<file path="src/rtl/phy_header_detect_mp.sv">
// phy_header_detect_mp: 802.11b PLCP header detector.
// It looks for a long or short SFD in the descrambled bit stream and then
// captures the 48-bit PLCP header. It runs a CRC-16 over the header and checks
// the SIGNAL rate code. The outputs are the decoded fields, a set of strobes
// and a saturating CRC-error counter.
module phy_header_detect_mp #(
  parameter int SFD_TIMEOUT  = 128,
  parameter int ALLOW_SHORT  = 1,
  parameter int CHECK_SIGNAL = 1,
  parameter int CNT_W        = 8
) (
  input  logic             i_clk,
  input  logic             i_reset,
  input  logic             i_data_bit,
  input  logic             i_data_valid,
  input  logic             i_preamble_detected,
  input  logic             i_err_clr,
  output logic [7:0]       o_pkt_signal,
  output logic [7:0]       o_pkt_service,
  output logic [15:0]      o_pkt_len,
  output logic             o_short_preamble,
  output logic             o_pkt_header_valid,
  output logic             o_pkt_header_valid_strobe,
  output logic             o_crc_error_strobe,
  output logic             o_sfd_timeout_strobe,
  output logic [CNT_W-1:0] o_crc_err_count,
  output logic             o_busy
);

  typedef enum logic [1:0] {
    S_IDLE,
    S_SFD_SEARCH,
    S_HEADER,
    S_CHECK
  } state_t;

  state_t             r_state;
  logic [15:0]        r_sr;
  logic [15:0]        r_search_cnt;
  logic [5:0]         r_bit_cnt;
  logic [15:0]        r_crc;
  logic [15:0]        r_rx_crc;
  logic [7:0]         r_signal;
  logic [7:0]         r_service;
  logic [15:0]        r_len;
  logic               r_short;
  logic               r_valid;
  logic               r_hdr_strobe;
  logic               r_crc_err_strobe;
  logic               r_timeout_strobe;
  logic [CNT_W-1:0]   r_err_cnt;

  logic [15:0]        w_next_sr;
  logic               w_long_match;
  logic               w_short_match;
  logic               w_match;
  logic [16:0]        w_search_next;
  logic               w_fb;
  logic [15:0]        w_crc_next;
  logic               w_crc_ok;
  logic               w_rate_legal;
  logic               w_rate_ok;

  // The SFD compare looks at the shift register value that includes the current bit.
  assign w_next_sr     = {r_sr[14:0], i_data_bit};
  assign w_long_match  = (w_next_sr == 16'h05CF);
  assign w_short_match = (ALLOW_SHORT != 0) && (w_next_sr == 16'hF3A0);
  assign w_match       = w_long_match | w_short_match;
  assign w_search_next = {1'b0, r_search_cnt} + 17'd1;

  // This is a CCITT CRC-16 step (x^16 + x^12 + x^5 + 1) on the incoming header bit.
  assign w_fb       = i_data_bit ^ r_crc[15];
  assign w_crc_next = {r_crc[14:0], 1'b0} ^ (w_fb ? 16'h1021 : 16'h0000);

  // The received CRC is sent inverted, so it is compared against the complement of the running value.
  assign w_crc_ok     = (r_rx_crc == ~r_crc);
  assign w_rate_legal = ((r_signal == 8'h0A) && !r_short) || (r_signal == 8'h14) ||
                        (r_signal == 8'h37) || (r_signal == 8'h6E);
  assign w_rate_ok    = (CHECK_SIGNAL == 0) || w_rate_legal;

  // The SFD shift register takes in every qualified bit, whatever the state.
  always_ff @(posedge i_clk) begin
    if (i_reset) begin
      r_sr <= '0;
    end else if (i_data_valid) begin
      r_sr <= w_next_sr;
    end
  end

  // Main sequencer: SFD search, header capture, CRC/rate check, strobes and error counter.
  always_ff @(posedge i_clk) begin
    if (i_reset) begin
      r_state          <= S_IDLE;
      r_search_cnt     <= '0;
      r_bit_cnt        <= '0;
      r_crc            <= '0;
      r_rx_crc         <= '0;
      r_signal         <= '0;
      r_service        <= '0;
      r_len            <= '0;
      r_short          <= 1'b0;
      r_valid          <= 1'b0;
      r_hdr_strobe     <= 1'b0;
      r_crc_err_strobe <= 1'b0;
      r_timeout_strobe <= 1'b0;
      r_err_cnt        <= '0;
    end else begin
      r_hdr_strobe     <= 1'b0;
      r_crc_err_strobe <= 1'b0;
      r_timeout_strobe <= 1'b0;
      case (r_state)
        S_IDLE: begin
          if (i_preamble_detected) begin
            r_state      <= S_SFD_SEARCH;
            r_search_cnt <= '0;
          end
        end
        S_SFD_SEARCH: begin
          if (i_data_valid) begin
            if (w_match) begin
              r_state   <= S_HEADER;
              r_short   <= w_short_match;
              r_valid   <= 1'b0;
              r_bit_cnt <= '0;
              r_crc     <= 16'hFFFF;
            end else if (w_search_next == 17'(SFD_TIMEOUT)) begin
              r_state          <= S_IDLE;
              r_timeout_strobe <= 1'b1;
            end else begin
              r_search_cnt <= w_search_next[15:0];
            end
          end
        end
        S_HEADER: begin
          if (i_data_valid) begin
            if (r_bit_cnt < 6'd8) begin
              r_signal[r_bit_cnt[2:0]] <= i_data_bit;
            end else if (r_bit_cnt < 6'd16) begin
              r_service[r_bit_cnt[2:0]] <= i_data_bit;
            end else if (r_bit_cnt < 6'd32) begin
              r_len[r_bit_cnt[3:0]] <= i_data_bit;
            end else begin
              r_rx_crc <= {r_rx_crc[14:0], i_data_bit};
            end
            if (r_bit_cnt < 6'd32) begin
              r_crc <= w_crc_next;
            end
            if (r_bit_cnt == 6'd47) begin
              r_state <= S_CHECK;
            end
            r_bit_cnt <= r_bit_cnt + 6'd1;
          end
        end
        S_CHECK: begin
          r_valid      <= w_crc_ok & w_rate_ok;
          r_hdr_strobe <= 1'b1;
          if (!w_crc_ok) begin
            r_crc_err_strobe <= 1'b1;
            if (r_err_cnt != {CNT_W{1'b1}}) begin
              r_err_cnt <= r_err_cnt + CNT_W'(1);
            end
          end
          r_state <= S_IDLE;
        end
        default: r_state <= S_IDLE;
      endcase
      if (i_err_clr) begin
        r_err_cnt <= '0;
      end
    end
  end

  assign o_pkt_signal              = r_signal;
  assign o_pkt_service             = r_service;
  assign o_pkt_len                 = r_len;
  assign o_short_preamble          = r_short;
  assign o_pkt_header_valid        = r_valid;
  assign o_pkt_header_valid_strobe = r_hdr_strobe;
  assign o_crc_error_strobe        = r_crc_err_strobe;
  assign o_sfd_timeout_strobe      = r_timeout_strobe;
  assign o_crc_err_count           = r_err_cnt;
  assign o_busy                    = (r_state != S_IDLE);

endmodule

</file>
<file path="config.mk">
export PLATFORM = sky130hd
export DESIGN_NAME = phy_header_detect_mp
export DESIGN_NICKNAME = d
export VERILOG_FILES = /design/src/rtl/phy_header_detect_mp.sv
export SDC_FILE = /design/constraint.sdc
export NUM_CORES = 1
export LEC_CHECK = 0
export ABC_AREA = 1
export ABC_CLOCK_PERIOD_IN_PS = 4670
export BUFFER_PORTS_ARGS = -buffer_cell sky130_fd_sc_hd__buf_4
export CORE_UTILIZATION = 52
export DETAILED_ROUTE_END_ITERATION = 8
export PLACE_DENSITY = 0.71
export SKIP_CTS_REPAIR_TIMING = 1
export SYNTH_ARGS = -nofsm -noshare
export SYNTH_HDL_FRONTEND = slang
export SYNTH_SLANG_ARGS = --single-unit
</file>
<file path="constraint.sdc">
create_clock -name i_clk -period 4.67 [get_ports i_clk]
set_input_delay 0.7005 -clock i_clk [delete_from_list [all_inputs] [get_ports i_clk]]
set_output_delay 0.7005 -clock i_clk [all_outputs]
set_load 0.01 [all_outputs]
</file>
==> results of run 1 <==
==> synth_stat cells (all sizes together) (12+ instances only) <==
library cell	count	area share [%]
nor3	18	1.7
dfxtp	116	42
nand4	14	1.6
nand2	143	9.9
nand3	57	5.9
o21ai	60	5.4
a311oi	12	1.9
xor2	17	2.7
a21oi	79	7.1
inv	76	5.1
nor2	137	9.9
clkbuf	20	1.4
==> registers in the layout, indices dropped and copies added, names as in the netlist, 8 cells and up, named ones only <==
register	flops
o_crc_err_count	8
o_pkt_len	16
o_pkt_service	8
o_pkt_signal	8
r_crc	16
r_rx_crc	16
r_search_cnt	16
r_sr	15
==> metal layers <==
| metal | vias to the layer above | part of all wire (%) |
|---|---|---|
| met5 | - | 0 |
| met4 | 0 | 1.5 |
| met3 | 17 | 5.0 |
| met2 | 134 | 47 |
| met1 | 2376 | 46 |
| li1 | 2703 | - |
==> power by group <==
part,switching (mW),internal (mW)
sequential,0.0394,1.03
clock,0.437,0.810
combinational,0.146,0.0707
==> kinds of logic after synthesis <==
logic type	after synthesis	share of synthesized area, %
simple gates	380	30.12
compound gates	160	15.60
buf+inv	106	7.496
xor+xnor	25	3.916
flops	116	41.53
fa+ha+maj	6	1.343
==> area by class of cell <==
| class | instances | share of cell area, % |
|---|---|---|
| Clock inverter | 9 | 1.536 |
| Timing Repair Buffer | 52 | 5.915 |
| Clock buffer | 23 | 7.223 |
| Tap cell | 136 | 2.578 |
| Inverter | 77 | 4.379 |
| Sequential cell | 116 | 35.18 |
| Multi-Input combinational cell | 571 | 43.18 |
==> how the worst max path moves through the flow <==
| stage | startpoint | to | slack [ps] | cells after the start |
|---|---|---|---|---|
| floorplan | i_data_valid | r_search_cnt[11]$_SDFFE_PP0P_ | 2630 | 9 |
| global placement | i_data_bit | r_crc[12]$_SDFFE_PP0P_ | 1890 | 12 |
| detailed placement | i_data_valid | r_rx_crc[6]$_SDFFE_PP0P_ | 1790 | 6 |
| CTS | flop | r_rx_crc[6]$_SDFFE_PP0P_ | 2070 | 7 |
| global route | flop | o_pkt_signal[1]$_SDFFE_PP0P_ | 1760 | 7 |
| finish | flop | o_pkt_signal[1]$_SDFFE_PP0P_ | 2090 | 7 |
==> metrics by stage <==
| step | hold WS [ps] | std cells |
|---|---|---|
| final | 431.0 | 984 |
| after global routing | 416.3 | 984 |
| after CTS | 408.8 | 984 |
| after detailed placement | 439.9 | 952 |
| after global placement | 432.6 | 952 |
| after floorplan | 453.5 | 793 |
==> worst reg2reg max path, stage by stage, from the launching register on <==
cell	delay (ps)
dfxtp_1	350
inv_1	70
nor2_2	240
nand3_2	410
nor3_1	960
nand2_1	180
o21ai_0	200
a21oi_1	50
==> impl_results.md, run 1 <==
- Worst Max-Slew Pin Slew: approximately 1100 ps
- Req. time, crit path: 5090 ps
- CTS buffer count: 17
- First-pass GRT wire length: 22030 µm
- HP Class: in -> reg
- Synthesis-to-finish area growth: 18.04%
- Clk sinks: roughly 120
- Main synth FF type: dfxtp_1
- Number of flops mapped to enable cells by yosys: 0
- Yosys cell types: 39
- Routing usage on met3: 6.679%
- Time the worst path needs with I/O delays and setup: 2582 ps
- Yosys warns: 0
- # port buffers: between 50 and 60
- Max Root-Sink Buffers: 2
- Synthesized instance count: about 790
- Number of synthesized register bits: around 120
- Ant. Diodes: 0
- Final ANT Viol Nets: 0
- Root Buffer: clkbuf_8
- Fin area: between 6000 and 7000 µm²
- Die area: roughly 11000 µm²
- Outcome: complete, no violations
- Overall Power: 2.532 mW
- Endpoint, Worst Hold: o_crc_err_count[0]$_SDFFE_PP0P_
- Final core occ: 63.65%
- HP Start: i_err_clr
- Initial core utilization: between 50 and 60%
- CTS tree: done
- Slew margin rel.: 27.67%
- Pwr dens: approximately 380 nW/µm²
- Hold Path Stages: 4
- Worst path slowest cell: nor3_1
- Fillers: roughly 900
- Reg2reg setup slack: between 2000 and 2500 ps
- Gr ovfl total: 0
- Pre-antenna DRT Iters: 5
- Largest net degree at the start of global routing: 81
- Gr usage total: 24.79%
- Die H: ~110 µm
- WP data arrival: 3000 ps
- Final worst slack: around 2100 ps
- Setup TNS: 0 ps
- Initial antenna violation count: 0
- Clk_lat worst skew: between 500 and 600 ps
- Vias in the first global route: ~4800
- HPWL after detailed placement: between 8000 and 9000 µm
- CP startpoint kind: flop
- Syn_area_per_cell: between 7 and 8 µm²
- Synthesized area: around 5600 µm²
- Sequential area share after synthesis: between 40% and 50%
- H-tree depth: 4
- Clk pin slew, worst setup/hold paths: ~60 ps
- Most frequent cells in the layout: 139 x nand2_1, 124 x nor2_1, 116 x dfxtp_1
- Total wire length: about 13000 µm
- Residual DRC: 0
- Reg2reg path depth: 7
- M1 GR Usage: between 30 and 40%
- Met2 usage: 40.62%
- Initial DRC Count: ~390
- Busiest layer in global routing: met2
- Crit-path max FO: 19
- Most common cell after layout, fill and taps aside: nand2_1
- Fraction of registers with async set or reset after synthesis: 0%
- DR vias: roughly 5200
- Core area: 10370 µm²
- Largest stage delay, worst path: roughly 960 ps
- Die Wd: around 110 µm
- CP Capture Type: flop
- Pre-CTS setup slack: 1786 ps
- Multi-input gate area: 2850 µm²
- Share of cells above drive strength 1: 13.56%
- Crit path cell chain: inv_1 -> nor2_2 -> nand3_2 -> nor3_1 -> nand2_1 -> o21ai_0 -> a21oi_1
- Setup-failing EPs final: 0
- Unrepaired setup endpoints after global routing: no
- Post-place instance area: between 6000 and 7000 µm²
- Endpoints failing hold: 0
- Nets: about 850
- Worst Setup Path Type: reg -> reg
- Slew Viols, Final: 0
- CP top delay family: simple AND/OR/NAND/NOR gates
- FF-to-FF End: o_pkt_signal[1]$_SDFFE_PP0P_
- I/O pin cnt: 52
- Sequential cell area: approximately 2300 µm²
- RD Place Congestion: slightly below 0.9
- Buf/Inv on CP: 1
- Final critical-path share of the clock period: 55.28%
- Routed len/inst: 13.41 µm
- Via density: between 5 and 6
- Maximum VDD drop: between 0.2 and 0.3 mV
- Max Fclk: 0.3873 GHz
- Max cap viols: 0
- Synth Net Count: slightly above 800
- Setup Skew: between 8 and 9 ps
- Core Rows: 37
- Static leakage: 2.797 nW
No activity file was read; power rests on OpenSTA's default activity.
==> run 2: changes to the inputs <==
--- a/config.mk
+++ b/config.mk
@@ -6,11 +6,11 @@
 export NUM_CORES = 1
 export LEC_CHECK = 0
 export ABC_AREA = 1
-export ABC_CLOCK_PERIOD_IN_PS = 4670
+export ABC_CLOCK_PERIOD_IN_PS = 2300
 export BUFFER_PORTS_ARGS = -buffer_cell sky130_fd_sc_hd__buf_4
 export CORE_UTILIZATION = 52
 export DETAILED_ROUTE_END_ITERATION = 8
-export PLACE_DENSITY = 0.71
+export PLACE_DENSITY = 0.74
 export SKIP_CTS_REPAIR_TIMING = 1
 export SYNTH_ARGS = -nofsm -noshare
 export SYNTH_HDL_FRONTEND = slang
==> constraint.sdc (replaced) <==
create_clock -name i_clk -period 2.3 [get_ports i_clk]
set_input_delay 0.345 -clock i_clk [delete_from_list [all_inputs] [get_ports i_clk]]
set_output_delay 0.345 -clock i_clk [all_outputs]
set_load 0.01 [all_outputs]
==> impl_results.md, run 2 (synthesized netlist as in run 1, its figures left out) <==
- Synthesis-to-finish area growth: 20.81%
- Time the worst path needs with I/O delays and setup: 2085 ps
- Clk sinks: ~120
- Outcome: complete, no violations
- Root Buffer: clkbuf_8
- Clk pin slew, worst setup/hold paths: 50 ps
- Die Wd: 105.7 µm
- Static leakage: ~2.9 nW
- H-tree depth: 4
- Most frequent cells in the layout: 139 x nand2_1, 124 x nor2_1, 116 x dfxtp_1
- Final critical-path share of the clock period: about nine tenths
- HP Class: in -> reg
- Routed len/inst: around 14 µm
- I/O pin cnt: 52
- RD Place Congestion: 0.9185
- Final core occ: between 60% and 70%
- Worst Setup Path Type: reg -> reg
- Largest net degree at the start of global routing: 65
- Fillers: approximately 950
- First-pass GRT wire length: between 20000 and 25000 µm
- Core area: roughly 10000 µm²
- Setup Skew: ~7.9 ps
- Endpoints failing hold: 0
- Gr ovfl total: 0
- Clk_lat worst skew: roughly 520 ps
- Final worst slack: ~210 ps
- Die area: between 10000 and 15000 µm²
- CTS tree: done
- Hold Path Stages: 4
- Worst Max-Slew Pin Slew: 566.3 ps
- Max cap viols: 0
- Overall Power: ~5.2 mW
- Most common cell after layout, fill and taps aside: nand2_1
- WP data arrival: between 2000 and 3000 ps
- Pwr dens: between 700 and 800 nW/µm²
- Maximum VDD drop: 0.5220 mV
- DR vias: 5389
- Pre-CTS setup slack: slightly below 70 ps
- Reg2reg path depth: 14
- CTS buffer count: 17
- Initial antenna violation count: 0
- Share of cells above drive strength 1: 15.08%
- CP Capture Type: flop
- # port buffers: roughly 50
- Total wire length: around 14000 µm
- Setup-failing EPs final: 0
- Crit-path max FO: 9
- Initial core utilization: 53.92%
- Vias in the first global route: 4997
- Slew Viols, Final: 0
- Unrepaired setup endpoints after global routing: yes
- Gr usage total: approximately a quarter
- Setup TNS: 0 ps
- Final ANT Viol Nets: 0
- Residual DRC: 0
- Pre-antenna DRT Iters: 5
- Die H: approximately 110 µm
- Via density: roughly 5.4
- Core Rows: 37
- Fin area: slightly below 7000 µm²
- Nets: 862
- Post-place instance area: around 6100 µm²
- Max Root-Sink Buffers: 2
- Slew margin rel.: 61.96%
- Ant. Diodes: 0
- Initial DRC Count: about 300
- HPWL after detailed placement: about 9400 µm
- Req. time, crit path: around 2700 ps
- Max Fclk: approximately 0.48 GHz
- CP startpoint kind: flop
-- run 2: stage by stage --
step           instances  hold slack, ps
4_1_cts              996           64.86
3_3_place_gp         965           438.1
6_report             998           83.40
3_5_place_dp         965           450.6
2_1_floorplan        793           453.5
5_1_grt              998           95.56
-- run 2: worst max-delay path: stages, from the launching register on --
cell and delay (ps):
dfxtp_1 380, ha_2 230, nand2_2 80, nor2_4 160, nand2_2 100, nor2_2 90, nand2_1 70, nand2_1 100
nand3_2 100, nor2_4 140, nand3_4 130, nand2_4 150, inv_2 100, nor2_1 110, nor2_1 50
-- run 2: path summary, 6_finish.rpt --
path                                      from                         endpoint  slack (ps)
setup / recovery  r_search_cnt[1]$_SDFFE_PP0P_     r_search_cnt[6]$_SDFFE_PP0P_         210
hold / removal                       i_err_clr  o_crc_err_count[0]$_SDFFE_PP0P_          80
setup reg to reg  r_search_cnt[1]$_SDFFE_PP0P_     r_search_cnt[6]$_SDFFE_PP0P_         210
hold reg to reg     o_pkt_len[11]$_SDFFE_PP0P_       o_pkt_len[11]$_SDFFE_PP0P_         460
-- run 2: layout make-up --
cell class | instances | area (µm²) | share of cell area [%]
multi-input combinational | 571 | 2864 | 42.40
timing repair buffer | 67 | 528.0 | 7.816
clock buffer | 22 | 452.9 | 6.705
inverter | 77 | 289.0 | 4.279
clock inverter | 9 | 128.9 | 1.908
sequential | 116 | 2322 | 34.38
tap | 136 | 170.2 | 2.519
-- run 2: routing by layer --
| layer | up-vias | track usage [%] | share of wire, % | wire length, µm |
|---|---|---|---|---|
| met5 | - | 0 | 0 | 0 |
| met4 | 0 | 10.71 | 1.9 | 253 |
| met3 | 24 | 5.937 | 5.2 | 708 |
| met2 | 135 | 42.39 | 48 | 6526 |
| met1 | 2499 | 30.97 | 45 | 6178 |
| li1 | 2731 | - | - | - |
-- run 2: power breakdown --
part	switching, mW	total, mW	internal [mW]
combinational	0.305	0.471	0.166
sequential	0.0796	2.17	2.09
clock	0.888	2.58	1.69
total	1.27	5.22	3.95
